**src/rtl/snake_pkg.sv**
```systemverilog
// snake_pkg: constants shared by the snake game logic, score_keeper and display.
//   SCORE_W : width of the score value carried to the 7-segment display.
//   state_t : score_keeper round FSM encoding (S_IDLE, S_PLAY, S_OVER).
package snake_pkg;

  localparam int SCORE_W = 4;

  typedef enum logic [1:0] {
    S_IDLE = 2'd0,
    S_PLAY = 2'd1,
    S_OVER = 2'd2
  } state_t;

endpackage

```
**src/rtl/score_keeper_if.sv**
```systemverilog
// score_keeper_if: event and result bundle between the game logic and score_keeper.
//   start, eat, game_over             : game events (driven by master)
//   score, best, disp_value, new_best,
//   playing                           : score results (driven by slave)
interface score_keeper_if #(
  parameter int SCORE_W = snake_pkg::SCORE_W
);

  logic               start;
  logic               eat;
  logic               game_over;
  logic [SCORE_W-1:0] score;
  logic [SCORE_W-1:0] best;
  logic               new_best;
  logic               playing;
  logic [SCORE_W-1:0] disp_value;

  modport master (
    output start, eat, game_over,
    input  score, best, new_best, playing, disp_value
  );

  modport slave (
    input  start, eat, game_over,
    output score, best, new_best, playing, disp_value
  );

endinterface

```
**src/rtl/blink_timer.sv**
```systemverilog
// blink_timer: free-running phase toggler for the game-over display blink.
//   clk65MHz : main clock
//   rst      : synchronous active-high reset
//   clear    : synchronous restart (counter and phase to 0), wins over enable
//   enable   : count while high
//   phase    : toggles every BLINK_CYCLES enabled cycles
module blink_timer #(
  parameter int BLINK_CYCLES = 32_500_000
) (
  input  logic clk65MHz,
  input  logic rst,
  input  logic clear,
  input  logic enable,
  output logic phase
);

  localparam int CNT_W = (BLINK_CYCLES > 1) ? $clog2(BLINK_CYCLES) : 1;
  localparam logic [CNT_W-1:0] LAST = CNT_W'(BLINK_CYCLES - 1);

  logic [CNT_W-1:0] cnt_r;
  logic             phase_r;

  // Phase counter: wraps at LAST and flips the phase on the wrap.
  always_ff @(posedge clk65MHz) begin
    if (rst || clear) begin
      cnt_r   <= {CNT_W{1'b0}};
      phase_r <= 1'b0;
    end else if (enable) begin
      if (cnt_r == LAST) begin
        cnt_r   <= {CNT_W{1'b0}};
        phase_r <= ~phase_r;
      end else begin
        cnt_r   <= cnt_r + CNT_W'(1);
      end
    end else begin
      cnt_r   <= cnt_r;
      phase_r <= phase_r;
    end
  end

  assign phase = phase_r;

endmodule

```
**src/rtl/score_keeper.sv**
```systemverilog
// score_keeper: counts food events per round, keeps the session best score and
// selects the value shown on the 7-segment display.
//   clk65MHz : main clock
//   rst      : synchronous active-high reset
//   bus      : score_keeper_if slave (events in, score results out)
module score_keeper
  import snake_pkg::*;
#(
  parameter int SCORE_W      = snake_pkg::SCORE_W,
  parameter int SCORE_MAX    = 15,
  parameter int BLINK_CYCLES = 32_500_000
) (
  input  logic           clk65MHz,
  input  logic           rst,
  score_keeper_if.slave  bus
);

  localparam logic [SCORE_W-1:0] SAT = SCORE_W'(SCORE_MAX);

  state_t             state_r;
  logic [SCORE_W-1:0] score_r;
  logic [SCORE_W-1:0] best_r;
  logic               new_best_r;
  logic               playing_r;
  logic               eat_q_r;
  logic               eat_rise_s;
  logic               blink_clear_s;
  logic               blink_enable_s;
  logic               phase_s;

  // eat_q is tracked in every state, so a held eat never counts on entry to PLAY.
  assign eat_rise_s = bus.eat & ~eat_q_r;

  // Blink timer only runs in OVER; leaving (start) or any other state restarts it.
  assign blink_enable_s = (state_r == S_OVER);
  assign blink_clear_s  = (state_r != S_OVER) | bus.start;

  // Round FSM with score, best and status registers.
  always_ff @(posedge clk65MHz) begin
    if (rst) begin
      state_r    <= S_IDLE;
      score_r    <= {SCORE_W{1'b0}};
      best_r     <= {SCORE_W{1'b0}};
      new_best_r <= 1'b0;
      playing_r  <= 1'b0;
      eat_q_r    <= 1'b0;
    end else begin
      eat_q_r <= bus.eat;
      case (state_r)
        S_IDLE: begin
          if (bus.start) begin
            state_r   <= S_PLAY;
            playing_r <= 1'b1;
            score_r   <= {SCORE_W{1'b0}};
          end
        end
        S_PLAY: begin
          // game_over beats a coincident eat edge; best uses the pre-event score.
          if (bus.game_over) begin
            state_r   <= S_OVER;
            playing_r <= 1'b0;
            if (score_r > best_r) begin
              best_r     <= score_r;
              new_best_r <= 1'b1;
            end
          end else if (eat_rise_s && (score_r != SAT)) begin
            score_r <= score_r + SCORE_W'(1);
          end
        end
        S_OVER: begin
          if (bus.start) begin
            state_r    <= S_PLAY;
            playing_r  <= 1'b1;
            score_r    <= {SCORE_W{1'b0}};
            new_best_r <= 1'b0;
          end
        end
        default: begin
          state_r   <= S_IDLE;
          playing_r <= 1'b0;
        end
      endcase
    end
  end

  blink_timer #(
    .BLINK_CYCLES (BLINK_CYCLES)
  ) u_blink (
    .clk65MHz (clk65MHz),
    .rst      (rst),
    .clear    (blink_clear_s),
    .enable   (blink_enable_s),
    .phase    (phase_s)
  );

  assign bus.score      = score_r;
  assign bus.best       = best_r;
  assign bus.new_best   = new_best_r;
  assign bus.playing    = playing_r;
  assign bus.disp_value = ((state_r == S_OVER) && phase_s) ? best_r : score_r;

endmodule

```
**src/flat_wrapper.sv**
```systemverilog
// flat-port wrapper written by rule: the top's interface ports become plain ports
module score_keeper_flat import snake_pkg::*;
#(
  parameter int SCORE_W      = snake_pkg::SCORE_W,
  parameter int SCORE_MAX    = 15,
  parameter int BLINK_CYCLES = 32_500_000
)
  (clk65MHz, rst, bus_start, bus_eat, bus_game_over, bus_score, bus_best, bus_new_best, bus_playing, bus_disp_value);
  score_keeper_if #(.SCORE_W(SCORE_W)) bus_i ();
  input  logic clk65MHz;
  input  logic rst;
  input wire logic [$bits(bus_i.start)-1:0] bus_start;
  input wire logic [$bits(bus_i.eat)-1:0] bus_eat;
  input wire logic [$bits(bus_i.game_over)-1:0] bus_game_over;
  output wire logic [$bits(bus_i.score)-1:0] bus_score;
  output wire logic [$bits(bus_i.best)-1:0] bus_best;
  output wire logic [$bits(bus_i.new_best)-1:0] bus_new_best;
  output wire logic [$bits(bus_i.playing)-1:0] bus_playing;
  output wire logic [$bits(bus_i.disp_value)-1:0] bus_disp_value;
  assign bus_i.start = bus_start;
  assign bus_i.eat = bus_eat;
  assign bus_i.game_over = bus_game_over;
  assign bus_score = bus_i.score;
  assign bus_best = bus_i.best;
  assign bus_new_best = bus_i.new_best;
  assign bus_playing = bus_i.playing;
  assign bus_disp_value = bus_i.disp_value;
  score_keeper #(.SCORE_W(SCORE_W), .SCORE_MAX(SCORE_MAX), .BLINK_CYCLES(BLINK_CYCLES)) u_core (.clk65MHz(clk65MHz), .rst(rst), .bus(bus_i));
endmodule
```
**config.mk**
```make
export PLATFORM = sky130hd
export DESIGN_NAME = score_keeper_flat
export DESIGN_NICKNAME = d
export VERILOG_FILES = /design/src/rtl/snake_pkg.sv /design/src/rtl/score_keeper_if.sv /design/src/rtl/blink_timer.sv /design/src/rtl/score_keeper.sv /design/src/flat_wrapper.sv
export SDC_FILE = /design/constraint.sdc
export NUM_CORES = 1
export LEC_CHECK = 0
export CORE_ASPECT_RATIO = 0.5
export CORE_MARGIN = 4
export CORE_UTILIZATION = 42
export DETAILED_ROUTE_END_ITERATION = 7
export GPL_TIMING_DRIVEN = 0
export PLACE_DENSITY_LB_ADDON = 0.12
export SYNTH_ARGS = -nofsm -noshare
export SYNTH_HDL_FRONTEND = slang
export SYNTH_SLANG_ARGS = --single-unit
```
**constraint.sdc**
```tcl
create_clock -name clk65MHz -period 4.9 [get_ports clk65MHz]
set_clock_uncertainty 0.05 [all_clocks]
set_input_delay 1.47 -clock clk65MHz [delete_from_list [all_inputs] [get_ports clk65MHz]]
set_output_delay 1.47 -clock clk65MHz [all_outputs]
set_load 0.1 [all_outputs]
```
# Yosys cells after proc, flatten, opt, wreduce, memory -nomap -nowiden

Cells that the tools add are included.

Bits in registers: 39
Input bits: 5
Output and inout port bits: 14
Word-level logic and storage cells: 54

Add/subtract/negate cells: 2
$lt $le $gt $ge: 1
Equal/unequal tests: 11
Muxes and demuxes: 16
Bitwise logic cells: 4
Reduce and logical (&&, ||, !) cells: 12

Operator list:

| kind                    | number |
|---|---|
| $add A25 B1 Y25 const B | 1 |
| $eq A25 B25 Y1 const B  | 1 |
| $mux W25                | 1 |
| $mux W4                 | 4 |
| $ne A2 B2 Y1 const B    | 4 |
| $pmux W4 S2             | 1 |
| $reduce_and A4 Y1       | 2 |
| $ne A2 B1 Y1 const B    | 3 |
| $mux W1                 | 5 |
| $add A4 B1 Y4 const B   | 1 |
| $gt A4 B4 Y1            | 1 |
| $mux W2                 | 2 |
| $ne A4 B4 Y1 const B    | 1 |
| $pmux W1 S2             | 2 |
| $pmux W2 S2             | 1 |
| $reduce_and A2 Y1       | 2 |
| $reduce_bool A2 Y1      | 2 |
| $reduce_and A3 Y1       | 1 |
| $eq A2 B1 Y1 const B    | 1 |
| $eq A2 B2 Y1 const B    | 1 |
| $logic_and A1 B1 Y1     | 2 |
| $logic_not A2 Y1        | 1 |
| $not A1 Y1              | 2 |
| $reduce_or A2 Y1        | 1 |
| 3 further kinds         | 3 |

# Logic depth before layout (Yosys ltp)

Word-level depth: 6
Gate-level depth with buffers: 8
Gate-level depth less buffers: 7

# Hierarchy

From an unflattened synthesis, not the netlist that was laid out.

Cells, all modules: 221
Area total of the unflattened synthesis: 1961.9 µm²

By module, submodules not included:

| module       | instances | cells an instance | area each (µm²) | seq. area each (µm²) |
|---|---|---|---|---|
| blink_timer  | 1         | 143               | 1258.7          | 520.5 |
| score_keeper | 1         | 78                | 703.2           | 260.2 |

# Worst setup path after synthesis

OpenSTA, ideal clock, no wires.

Kind: register to output
Start: reg u_core.best_r[1], in the netlist u_core.bus.best[1]
End: out bus_disp_value[1]
Arrival: 3.240 ns
Required time: 3.380 ns
Setup slack: 0.140 ns
Cell stages (with the launch flop): 3
Buffers on the path: 0
Cell sequence: dfxtp_1 > inv_1 > o21ai_0

Longest elaborated chain between the ends: 1

Ends and longest elaborated chain:

| element                | RTL line            | RTL |
|---|---|---|
| start, declared        | score_keeper.sv:22  | `logic [SCORE_W-1:0] best_r;` |
| start signal, assigned | score_keeper.sv:43  | `best_r <= {SCORE_W{1'b0}};` |
| start signal, assigned | score_keeper.sv:63  | `best_r <= score_r;` |
| $mux W4                | score_keeper.sv:100 | `assign bus.disp_value = ((state_r == S_OVER) && phase_s) ? best_r : score_r;` |
| end, declared          | flat_wrapper.sv:19  | `output wire logic [$bits(bus_i.disp_value)-1:0] bus_disp_value;` |

Every way passes these cells.

# Worst setup path in the final report

Start: reg u_core.state_r[1]
End: out bus_disp_value[1]

Longest elaborated chain between the ends: 3

Ends and longest elaborated chain:

| element                | RTL line            | RTL |
|---|---|---|
| start, declared        | score_keeper.sv:20  | `state_t state_r;` |
| start signal, assigned | score_keeper.sv:41  | `state_r <= S_IDLE;` |
| start signal, assigned | score_keeper.sv:52  | `state_r <= S_PLAY;` |
| start signal, assigned | score_keeper.sv:60  | `state_r <= S_OVER;` |
| $eq A2 B2 Y1           | score_keeper.sv:100 |  |
| $logic_and A1 B1 Y1    | score_keeper.sv:100 |  |
| $mux W4                | score_keeper.sv:100 |  |

Every way passes these cells.

==> impl_results.md <==
- Compound-Gate Fraction of Synth Area: 6.89%
- Critical path capture point type: primary output
- P_sw: 0.000148 W
- Syn avg cell area: 9.03 um^2
- Area leader, netlist: dfxtp_1
- Hold crit path type: register to register
- Synth unique cells: 36
- Top Ports: 19
- Yosys top cell area share: 42.6%
- Sequential area share after synthesis: 42.6%
- Final Cycle Share: 87.8%
- Most frequent cell after synthesis: dfxtp_1
- CTS Buf Count: 5
- Main synth FF type: dfxtp_1
- Worst setup SP type: register
- Post-Syn Area: 1830 um^2
- Post-Synth Adder-Cell Area: 4.10%
- Area grow syn2layout: 19.9%
- GR Overflow Total: 0
- Critical path class: register to primary output
- CTS tree: done
- Starting density of the core: 45.3%
- Die area: 5550 um^2
- Standard cell core area: 4040 um^2
- Routed vias: 1,437
- Status: complete, no violations
- Hold Vio Cnt, Final: 0
- Reg power frac: 50.1%
- Finish-stage setup viols: 0
- Die X: 101 um
- Setup TNS: 0 ns
- Residual DRC: 0
- Syn nets: 214
- Peak VDD IR: 113 uV
- Worst-margin pin slew: 0.973 ns
- Final Slew Violations: 0
- Die Y: 54.7 um
- Root Driver: clkbuf_8
- Leak: 0.715 nW
- Max Root-Sink Buffers: 2
- Pint: 0.000499 W
- Vias/cell: 5.08
- IO buf count: 18
- Cell row count: 16
- Fmax: 232 MHz
- Critical Path AT: 2.78 ns
- Main combinational cell family by area after synthesis: simple AND/OR/NAND/NOR gates
- Vias in the first global route: 1,380
- Clock latency on the worst-skew pair: 0.30 ns
- Worst EP required: 3.38 ns
- Fraction of layout cells with a size suffix above 1: 7.86%
- Asr flop ratio synth: 0%
- Routed Wire Length: 3.64 mm
- Final core utilization: 54.4%
- Max_slew headroom: 34.9%
- Top cells by area, synth: dfxtp_1 43%, xor2_1 8.6%, nor2_1 7.6%, ha_1 4.1%, nand4_1 3.4%
- Initial antenna violation count: 0
- Post-DR wirelength/cell: 12.8 um
- Comb power frac: 6.9%
- Antenna diodes: 0
- # nets final: 239
- # Post-CTS Setup Buffers: 0
- Yosys warnings: 0
- CTS clk-pin slew, worst paths: 0.08 ns
- Post-synth top cells: 39 x dfxtp_1, 37 x nor2_1, 18 x xor2_1
- Max_cap viols: 0
- RSZ-0062 raised after global routing: no
- EDFF count, synth: 0
- Clock power frac: 43.0%
- Multiplexer share of the synthesized area: 2.80%
- Synth Register Bits: 39
- Sw Ratio: 22.9%
- Critical Path Fanout Max: 7
- Post-Synthesis Cells: 203
- CTS resizes: 0
- Final min period: 4.30 ns
- Pwr/cell area: 294 nW/um^2
- TritonRoute pass-1 iters: 4
- FF-to-FF setup slack: 2.65 ns
- Antenna-violating nets left: 0
- Post-DP HPWL: 2.65 mm
- Xor/xnor cell area share of the yosys netlist: 11.9%
- First-pass GRT wire length: 6.29 mm
- Clk sinks: 39
- Largest net degree at the start of global routing: 13
- Hold Buf Count CTS: 0
- Simple-gate share of the synthesized area: 28.0%
- GP Congestion: 0.741
- H-tree Lvls: 2
- Iter 0 DRT Violations: 46
- GRT Total Usage: 15.1%
==> critical path: stages, from the launching register on <==
cell	delay [ns]
dfxtp_1	0.42
nor2b_1	0.38
nand2_1	0.23
o21ai_0	0.27
clkdlybuf4s50_1	1.19
==> final timing paths <==
kind	from	to	cells past startpoint
worst max-delay path	u_core.state_r[1]	bus_disp_value[1]	4
worst min-delay path	u_core.bus.playing	u_core.bus.playing	2
worst max register to register	u_core.u_blink.cnt_r[0]	u_core.u_blink.cnt_r[22]	8
worst min register to register	u_core.bus.playing	u_core.bus.playing	2
==> area by class of cell <==
cell class	count	area (um^2)
Clock inverter	2	35.0
Inverter	8	30.0
Tap cell	54	67.6
Multi-Input combinational cell	151	985
Buffer	5	37.5
Fill cell	393	1850
Sequential cell	39	781
Clock buffer	6	82.6
Timing Repair Buffer	18	180
==> metrics by stage <==
step           worst slack (ns)  power, W  std cells  instance area (um^2)  hold slack [ns]
3_3_place_gp              0.973  0.000375        275                  2080            0.394
3_5_place_dp              0.933  0.000376        275                  2080            0.399
6_report                  0.595  0.000647        283                  2200            0.412
4_1_cts                   0.588  0.000656        283                  2200            0.413
5_1_grt                   0.496  0.000672        283                  2200            0.460
2_1_floorplan             0.140  0.000363        203                  1830            0.380
==> flip-flops by register name, indices dropped and copies added (netlist names) <==
register,count
u_core.bus.best,4
u_core.bus.new_best,1
u_core.bus.playing,1
u_core.bus.score,4
u_core.eat_q_r,1
u_core.state_r,2
u_core.u_blink.cnt_r,25
u_core.u_blink.phase,1
==> cell families (layout without fill, tap and decap cells) <==
group,count (synthesis),after routing
buf+inv,13,39
xor+xnor,25,25
flops,39,39
simple gates,97,97
compound gates,18,18
fa+ha+maj,6,6
mux,5,5
==> power groups by stage <==
| stage | combinational (W) | clock [W] | sequential [W] |
|---|---|---|---|
| final | 0.0000446 | 0.000279 | 0.000324 |
| after global routing | 0.0000469 | 0.000300 | 0.000325 |
| after CTS | 0.0000447 | 0.000287 | 0.000324 |
| after detailed placement | 0.0000447 | 0 | 0.000332 |
| after global placement | 0.0000439 | 0 | 0.000332 |
| after floorplan | 0.0000205 | 0 | 0.000343 |
==> cells in the final DEF (no fill, tap or decap), types with 7 or more instances in the layout <==
master	netlist	final
dfxtp_1	39	39
inv_1	8	8
nand3_1	11	11
nand4_1	10	10
clkdlybuf4s50_1	0	18
nand2_1	11	11
nor2_1	37	37
xor2_1	18	18
xnor2_1	7	7
==> routing by layer <==
metal / GRT usage [%] / up-vias / part of all wire (%)
met4: 7.51 / 0 / 1.2
li1: - / 753 / -
met1: 17.4 / 659 / 49
met3: 4.71 / 4 / 4.8
met5: 0 / - / 0
met2: 26.1 / 21 / 45
Power figures use the tool's default switching activity.
